===== src/rtl/pack_alloc.sv =====
// Two-lane pack slot allocator with per-entry valid/done tracking and in-order retire.
// Optional performance counters are enabled by defining PACK_ALLOC_PERF_EN.
module pack_alloc #(
    parameter int PACKS = 16,
    parameter int IDW   = 4
) (
    input  logic           cpu_clk_i,
    input  logic           cpu_rst_ni,
    input  logic           flush_i,
    input  logic           disp_valid_i,
    input  logic           disp_ins0_valid_i,
    input  logic           disp_ins1_valid_i,
    output logic           disp_ready_o,
    output logic [IDW-1:0] pack_id_o,
    output logic           ins0_wen_o,
    output logic           ins1_wen_o,
    input  logic           cmpl0_valid_i,
    input  logic [IDW:0]   cmpl0_rob_i,
    input  logic           cmpl1_valid_i,
    input  logic [IDW:0]   cmpl1_rob_i,
    output logic           head_done_o,
    output logic [IDW-1:0] head_id_o,
    output logic [1:0]     head_lanes_o,
    input  logic           commit_i,
    output logic           empty_o,
    output logic           full_o,
    output logic [IDW:0]   occupancy_o,
    output logic           err_o
`ifdef PACK_ALLOC_PERF_EN
   ,output logic [31:0]    perf_stall_o,
    output logic [31:0]    perf_commit_o
`endif
);

    logic [IDW:0]       r_head;
    logic [IDW:0]       r_tail;
    logic [2*PACKS-1:0] r_valid;
    logic [2*PACKS-1:0] r_done;
    logic               r_err;

    logic               w_empty;
    logic               w_full;
    logic               w_accept;
    logic               w_head_done;
    logic               w_commit;
    logic               w_err_set;
    logic [1:0]         w_head_lanes;
    logic [1:0]         w_head_dbits;
    logic [IDW:0]       w_head_e0;
    logic [IDW:0]       w_head_e1;
    logic [IDW:0]       w_tail_e0;
    logic [IDW:0]       w_tail_e1;
    logic [2*PACKS-1:0] w_valid_nxt;
    logic [2*PACKS-1:0] w_done_nxt;

    assign w_empty   = (r_head == r_tail);
    assign w_full    = (r_head[IDW-1:0] == r_tail[IDW-1:0]) && (r_head[IDW] != r_tail[IDW]);
    assign w_head_e0 = {r_head[IDW-1:0], 1'b0};
    assign w_head_e1 = {r_head[IDW-1:0], 1'b1};
    assign w_tail_e0 = {r_tail[IDW-1:0], 1'b0};
    assign w_tail_e1 = {r_tail[IDW-1:0], 1'b1};

    assign w_head_lanes = {r_valid[w_head_e1], r_valid[w_head_e0]};
    assign w_head_dbits = {r_done[w_head_e1], r_done[w_head_e0]};
    assign w_head_done  = !w_empty && ((w_head_dbits | ~w_head_lanes) == 2'b11);

    assign disp_ready_o = !w_full && !flush_i;
    assign w_accept     = disp_valid_i && disp_ready_o && (disp_ins0_valid_i || disp_ins1_valid_i);
    assign ins0_wen_o   = w_accept && disp_ins0_valid_i;
    assign ins1_wen_o   = w_accept && disp_ins1_valid_i;
    assign pack_id_o    = r_tail[IDW-1:0];

    assign w_commit  = commit_i && w_head_done && !flush_i;
    // Protocol errors: premature commit, or completion of an entry that was never dispatched.
    assign w_err_set = !flush_i &&
                       ((commit_i && !w_head_done) ||
                        (cmpl0_valid_i && !r_valid[cmpl0_rob_i]) ||
                        (cmpl1_valid_i && !r_valid[cmpl1_rob_i]));

    assign head_done_o  = w_head_done;
    assign head_id_o    = r_head[IDW-1:0];
    assign head_lanes_o = w_head_lanes;
    assign empty_o      = w_empty;
    assign full_o       = w_full;
    assign occupancy_o  = r_tail - r_head;
    assign err_o        = r_err;

    // The tail pack never aliases a live head pack, so the three updates do not collide.
    always_comb begin
        w_valid_nxt = r_valid;
        w_done_nxt  = r_done;
        if (cmpl0_valid_i && r_valid[cmpl0_rob_i]) w_done_nxt[cmpl0_rob_i] = 1'b1;
        if (cmpl1_valid_i && r_valid[cmpl1_rob_i]) w_done_nxt[cmpl1_rob_i] = 1'b1;
        if (w_accept) begin
            w_valid_nxt[w_tail_e0] = disp_ins0_valid_i;
            w_valid_nxt[w_tail_e1] = disp_ins1_valid_i;
            w_done_nxt[w_tail_e0]  = 1'b0;
            w_done_nxt[w_tail_e1]  = 1'b0;
        end
        if (w_commit) begin
            w_valid_nxt[w_head_e0] = 1'b0;
            w_valid_nxt[w_head_e1] = 1'b0;
            w_done_nxt[w_head_e0]  = 1'b0;
            w_done_nxt[w_head_e1]  = 1'b0;
        end
    end

    always_ff @(posedge cpu_clk_i or negedge cpu_rst_ni) begin
        if (!cpu_rst_ni) begin
            r_head  <= '0;
            r_tail  <= '0;
            r_valid <= '0;
            r_done  <= '0;
            r_err   <= 1'b0;
        end else if (flush_i) begin
            r_head  <= '0;
            r_tail  <= '0;
            r_valid <= '0;
            r_done  <= '0;
        end else begin
            r_head  <= r_head + {{IDW{1'b0}}, w_commit};
            r_tail  <= r_tail + {{IDW{1'b0}}, w_accept};
            r_valid <= w_valid_nxt;
            r_done  <= w_done_nxt;
            r_err   <= r_err | w_err_set;
        end
    end

`ifdef PACK_ALLOC_PERF_EN
    logic [31:0] r_perf_stall;
    logic [31:0] r_perf_commit;

    always_ff @(posedge cpu_clk_i or negedge cpu_rst_ni) begin
        if (!cpu_rst_ni) begin
            r_perf_stall  <= '0;
            r_perf_commit <= '0;
        end else begin
            if (disp_valid_i && w_full && (r_perf_stall != 32'hFFFF_FFFF))
                r_perf_stall <= r_perf_stall + 32'd1;
            if (w_commit)
                r_perf_commit <= r_perf_commit + 32'd1;
        end
    end

    assign perf_stall_o  = r_perf_stall;
    assign perf_commit_o = r_perf_commit;
`endif

endmodule


===== config.mk =====
export PLATFORM = sky130hd
export DESIGN_NAME = pack_alloc
export DESIGN_NICKNAME = d
export VERILOG_FILES = /design/src/rtl/pack_alloc.sv
export SDC_FILE = /design/constraint.sdc
export NUM_CORES = 1
export LEC_CHECK = 0
export CAP_MARGIN = 25
export CORE_MARGIN = 5
export CORE_UTILIZATION = 60
export DETAILED_ROUTE_END_ITERATION = 10
export GPL_TIMING_DRIVEN = 0
export HOLD_SLACK_MARGIN = 0.05
export PLACE_DENSITY = 0.9
export SETUP_SLACK_MARGIN = 0.05
export SLEW_MARGIN = 0
export SYNTH_ARGS = -nofsm -noshare
export SYNTH_HDL_FRONTEND = slang
export SYNTH_SLANG_ARGS = --single-unit

===== constraint.sdc =====
create_clock -name cpu_clk_i -period 3.5 [get_ports cpu_clk_i]
set_input_delay 0.7 -clock cpu_clk_i [delete_from_list [all_inputs] [get_ports cpu_clk_i]]
set_output_delay 0.7 -clock cpu_clk_i [all_outputs]
set_load 0.01 [all_outputs]

==> results_dict.tcl, run 1 <==
set metrics [dict create \
    powerDensity_mw_per_mm2 337 \
    drv_cap 0 \
    worstSkewPairLatency_ps 380 \
    io_buffers 29 \
    syn-num-nets 572 \
    syn-cell-area_mm2 0.00531 \
    drtAntennaViolNets 0 \
    start_kind "register" \
    tightestPinTransition_ps 1140 \
    worstPathArrival_ps 2650 \
    r2r-start "r_head[0]" \
    status "finished clean" \
    grt_pass1_vias 5171 \
    reg2reg_depth 14 \
    async_flop_share_pct 100 \
    post-dp-hpwl_um 13600 \
    synth_ff_type "dfrtp_1" \
    antenna_found_initial 0 \
    total_power_mw 2.07 \
    area_delta_synth_final_pct 15.4 \
    detail_route.wl_per_cell_um 26.2 \
    syn_inst 544 \
    ys_seq_area_share_pct 35.3 \
    synth_seq_cells 75 \
    clock_path_buffers 2 \
    wl_um 18500 \
    drt_iter0_markers 578 \
    final_hold_viol_count 0 \
    slew_headroom_pct 23.8 \
    multiInputGateArea_mm2 0.00313 \
    yosysTopAreaCell "dfrtp_1" \
    start_util_pct 61.2 \
    yosysMostFrequentCell "dfrtp_1" \
    finalClockSkew_ps 14.2 \
    fin_crit_ps 3350 \
    grt_pass1_wl_um 29000 \
    synth_common_cells "dfrtp_1 (75), nand3_1 (55), nor2_1 (34)" \
    synth_cell_type_count 55 \
    die-area_mm2 0.0108 \
    layout.nets 623 \
    cts_root_buf "clkbuf_8" \
    grt_overflow_total 0 \
    syn_avg_cell_area_um2 9.77 \
    max_freq_mhz 298 \
    ir_drop_v 0.000193 \
    drive_gt1_share_pct 19.7 \
    p_leak_nw 2.54 \
    critPathMaxFanout 8 \
    vias 5169 \
    cts_tree "yes" \
    drt_pass1_iterations 5 \
    io_pins 41 \
    reg2reg_to "r_head[4]" \
    die_y_um 104 \
    holdBufCountCts 0 \
    place.gp.congestion 1.01 \
    crit_required_ps 2800 \
    yosysWarnings 0 \
    num-fill-cells 656 \
    synth_edf_count 0 \
    crit_path_end_kind "output port" \
    path_class "register to output port" \
    fp.coreArea_mm2 0.00868 \
    cts_buffers 9 \
    rsz0062_at_grt "no" \
    synth_area_leaders "dfrtp_1 (35%), mux4_2 (8.9%), mux2i_1 (6.0%)" \
    synth_top_area_share_pct 35.3 \
    fp-row-count 34 \
    r2r_setup_slack_ps 340 \
    viasPerCell 7.30 \
    setup_viol 0 \
    drc 0 \
    cts_max_level 3 \
    antennaDiodeCount 0 \
    fin_crit_sh_pct 95.7 \
    grt_max_degree 46 \
    hold_path.class "primary input to asynchronous set/reset pin" \
    path_clk_slew_ps 80 \
    cts_sinks 75 \
    die_w_um 104 \
    grt_usage_pct 34.2 \
    post-route-util_pct 70.7 \
    maxSlewViolCount 0 \
    regArea_mm2 0.00188 \
]
## flip-flops by register name, indices dropped and copies added, names as in the netlist
register  cells
err_o         1
r_done       32
r_head        5
r_tail        5
r_valid      32
## worst max-delay path by stage
stage	to	startpoint	slack [ps]	cells after the start
floorplan	r_head[4]	r_head[1]	610	15
finish	head_done_o	r_head[0]	150	9
detailed placement	head_done_o	r_head[1]	-170	10
global placement	r_done[31]	cpu_rst_ni	-820	1
global route	head_done_o	r_head[0]	70	9
CTS	head_done_o	r_head[0]	60	9
## placed cells by master (no fill, tap or decap), drive strengths merged, types with 3 or more instances in the layout
| cell | synthesis | routed |
|---|---|---|
| o21ai | 5 | 5 |
| inv | 15 | 15 |
| mux2i | 32 | 32 |
| mux4 | 21 | 21 |
| nor3 | 35 | 35 |
| a21oi | 7 | 7 |
| and2 | 3 | 3 |
| dfrtp | 75 | 75 |
| nand3 | 55 | 55 |
| mux2 | 18 | 18 |
| a31oi | 32 | 32 |
| buf | 31 | 42 |
| and3 | 6 | 6 |
| bufinv | 0 | 3 |
| xor2 | 4 | 4 |
| a22o | 3 | 3 |
| nand2 | 28 | 28 |
| and3b | 4 | 4 |
| a21o | 3 | 3 |
| nand4 | 3 | 3 |
| nor3b | 9 | 9 |
| xnor2 | 7 | 7 |
| a2111oi | 4 | 4 |
| o31ai | 7 | 7 |
| or2 | 3 | 3 |
| ha | 8 | 8 |
| clkdlybuf4s50 | 0 | 27 |
| nor2b | 10 | 10 |
| nor2 | 35 | 35 |
| clkbuf | 22 | 36 |
| a22oi | 11 | 11 |
| a211oi | 28 | 28 |
## area by class of cell
cell class	instances	area share (%)
multi-input cells	401	51.1
clock buffers	12	2.69
clock inverters	4	1.55
plain buffers	53	4.67
well taps	108	2.20
inverters	15	0.918
repair buffers	40	6.28
flip-flops and latches	75	30.6
## where the power goes
| part | leakage [nW] | internal, mW | total [mW] | switching [mW] |
|---|---|---|---|---|
| Combinational | 1.37 | 0.111 | 0.314 | 0.204 |
| Clock | 0.133 | 0.531 | 0.872 | 0.341 |
| Sequential | 1.04 | 0.872 | 0.880 | 0.00796 |
## per-stage QoR
| stage | hold WS (ps) | setup TNS, ps | area, um2 | cells | setup slack, ps |
|---|---|---|---|---|---|
| 2_1_floorplan | 404 | 0 | 5310 | 544 | 614 |
| 5_1_grt | 303 | 0 | 6130 | 708 | 68.9 |
| 3_5_place_dp | 479 | -169 | 5790 | 686 | -169 |
| 6_report | 262 | 0 | 6130 | 708 | 149 |
| 3_3_place_gp | 468 | -61370 | 5740 | 681 | -823 |
| 4_1_cts | 283 | 0 | 6110 | 704 | 65.0 |
## logic make-up (layout without fill, tap and decap cells)
logic type	count (synthesis)	after routing	share of synthesized area, %
DFF	75	75	35.3
buffers and inverters	68	124	6.12
AOI/OAI and AO/OA	111	111	16.0
adders and majority gates	9	9	2.26
xor gates and xnor gates	11	11	1.81
and+or+nand+nor	199	199	19.8
muxes	71	71	18.7
## repair_timing
item | 4_1_cts | 5_1_grt
gates cloned | 0 | 0
setup endpoints to repair | 8 | 2
buffers inserted | 2 | 2
pin swaps | 0 | 1
resized for setup | 14 | 2
## per-layer routing
metal | vias to the layer above | track usage, % | share of wire, %
li1 | 2143 | - | -
met1 | 2477 | 43.5 | 36
met2 | 449 | 52.7 | 45
met3 | 100 | 11.4 | 13
met4 | 0 | 16.2 | 5.3
met5 | - | 0 | 0
## critical path, cell delays in order, from the launching register on
cell and delay (ps):
dfrtp_2 450, buf_12 170, mux4_2 540, a22oi_2 220, nand2_1 100, a31o_1 190, buf_2 160, or2_0 240
inv_1 80, clkbuf_2 130
Note: power is estimated with default switching activity, not from simulation.
==> run 2: changes to the inputs <==
--- a/config.mk
+++ b/config.mk
@@ -9,9 +9,10 @@
 export CORE_MARGIN = 5
 export CORE_UTILIZATION = 60
 export DETAILED_ROUTE_END_ITERATION = 10
+export DONT_BUFFER_PORTS = 1
 export GPL_TIMING_DRIVEN = 0
 export HOLD_SLACK_MARGIN = 0.05
-export PLACE_DENSITY = 0.9
+export PLACE_DENSITY = 0.84
 export SETUP_SLACK_MARGIN = 0.05
 export SLEW_MARGIN = 0
 export SYNTH_ARGS = -nofsm -noshare
==> run 2 against run 1 <==
Effect of this change: critical path depth down 3; setup slack improved by 4.3 ps; cell count decreased by 4.2%; maximum frequency up 0.13%; core utilization fell by 4.2 points; non-clock buffer count is 29 lower; sequential power about the same; sequential share of layout area increased by 1.9 points; critical endpoint unchanged; largest power group unchanged.
==> results_dict.tcl, run 2 (synthesized netlist as in run 1, its figures left out) <==
set metrics [dict create \
    status "finished clean" \
    vias 5087 \
    grt_pass1_vias 5005 \
    antennaDiodeCount 0 \
    cts_sinks 75 \
    die_y_um 104 \
    drt_pass1_iterations 9 \
    grt_max_degree 76 \
    crit_path_max_incr_delay_ps 580 \
    power.internal_mw 1.32 \
    crit_family "multiplexers" \
    critPathMaxFanout 10 \
    fp.coreArea_mm2 0.00868 \
    cts_tree "yes" \
    crit_buf_inv 2 \
    fin_crit_ps 3350 \
    setup-tns-final_ps 0 \
    post-route-util_pct 66.5 \
    swShare_pct 29.8 \
    start_util_pct 61.2 \
    cp.depth 6 \
    drc 0 \
    grt_usage_pct 33.6 \
    tightestPinTransition_ps 963 \
    cpMaxStageDelayCell "mux4_2" \
    reg2reg_to "r_head[4]" \
    clock_path_buffers 2 \
    worstPathArrival_ps 2650 \
    wl_um 18400 \
    cts_max_level 3 \
    r2r_setup_slack_ps 220 \
    holdWs_ps 190 \
    top_regs "r_done x32, r_valid x32" \
    p_comb_share_pct 14.9 \
    cts_root_buf "clkbuf_8" \
    hold_path.class "primary input to asynchronous set/reset pin" \
    num-fill-cells 707 \
    fp-row-count 34 \
    worstPathCellList "clkbuf_4 > mux4_2 > a221oi_2 > nor2_4 > or2_0 > inv_1" \
    io_pins 41 \
    powerDensity_mw_per_mm2 325 \
    drtAntennaViolNets 0 \
    path_clk_slew_ps 90 \
    io_buffers 0 \
    fin_crit_sh_pct 95.6 \
    area_delta_synth_final_pct 8.59 \
    pwr-share-seq_pct 46.8 \
    drive_gt1_share_pct 20.2 \
    detail_route.wl_per_cell_um 27.2 \
    final_cell_mix "dfrtp_1 (73), nand3_1 (55), nor2_1 (33)" \
    die-area_mm2 0.0108 \
    start_kind "register" \
    r2r-start "r_head[1]" \
    finalClockSkew_ps 11.3 \
    antenna_found_initial 0 \
    worstSkewPairLatency_ps 370 \
    p_leak_nw 2.39 \
    cts_buffers 9 \
    slew_headroom_pct 35.7 \
    drv_cap 0 \
    maxSlewViolCount 0 \
    post-dp-hpwl_um 13300 \
    die_w_um 104 \
    grt_pass1_wl_um 28400 \
    netSwitchingPower_mw 0.560 \
    ir_drop_v 0.000218 \
    viasPerCell 7.50 \
    final_common_cell "dfrtp_1" \
    rsz0062_at_grt "no" \
    final_hold_viol_count 0 \
    grt_overflow_total 0 \
    place_area_mm2 0.00549 \
    crit_path_end_kind "output port" \
    reg2reg_depth 15 \
    final_area_mm2 0.00577 \
    place.gp.congestion 1.04 \
    p_clk_share_pct 38.3 \
    path_class "register to output port" \
    crit_required_ps 2800 \
    setup_viol 0 \
    max_freq_mhz 299 \
    drt_iter0_markers 675 \
    layout.nets 594 \
]
==> run 2: worst max path at each step <==
stage	end	from	slack (ps)
floorplan	r_head[4]	r_head[1]	610
global placement	r_head[4]	r_head[1]	-110
detailed placement	r_head[4]	r_head[1]	-220
CTS	head_done_o	r_head[0]	70
global route	r_head[4]	r_head[0]	50
finish	head_done_o	r_head[0]	150
==> run 2: worst register-to-register path, cell delays in order, from the launching register on <==
cell      delay (ps)
dfrtp_2          460
clkbuf_4         310
inv_1             90
ha_1             310
nand4_1          200
nor2_2           270
a31o_1           140
buf_2            210
or2_0            170
inv_1            100
and2_1           190
ha_1             210
ha_1             210
nand2_1           80
xor2_1           170
nor2_1            50
==> run 2: final cells by class <==
type,instances,area [um2],area share (%)
clock buffer,11,151,2.62
clock inverter,4,50.0,0.867
timing repair buffer,11,85.1,1.47
inverter,15,56.3,0.976
multi-input combinational,401,3130,54.2
tap,108,135,2.34
sequential,75,1880,32.6
buffer,53,287,4.97
==> run 2: through the flow <==
step           cells  setup slack [ps]  power, mW
6_report         678               153       1.88
5_1_grt          678              52.8       1.93
4_1_cts          675              67.3       1.86
3_5_place_dp     659              -224       1.14
3_3_place_gp     652              -113       1.13
2_1_floorplan    544               614       1.07
==> run 2: timing repair <==
item	4_1_cts	5_1_grt
endpoints found under the setup margin	10	3
endpoints found under the hold margin	75	0
gates resized for setup	6	6
buffers inserted	0	2
hold buffers	1	0
==> run 2: per-layer routing <==
metal	share of wire [%]	GRT usage [%]
met5	0	0
met4	4.6	14.5
met3	14	10.6
met2	45	51.7
met1	37	43.7
==> run 2: power by group through the flow <==
stage	Combinational (mW)	Sequential [mW]	Clock [mW]
global route	0.295	0.880	0.751
global placement	0.237	0.896	0
finish	0.279	0.879	0.719
floorplan	0.176	0.894	0
CTS	0.266	0.879	0.717
detailed placement	0.243	0.896	0
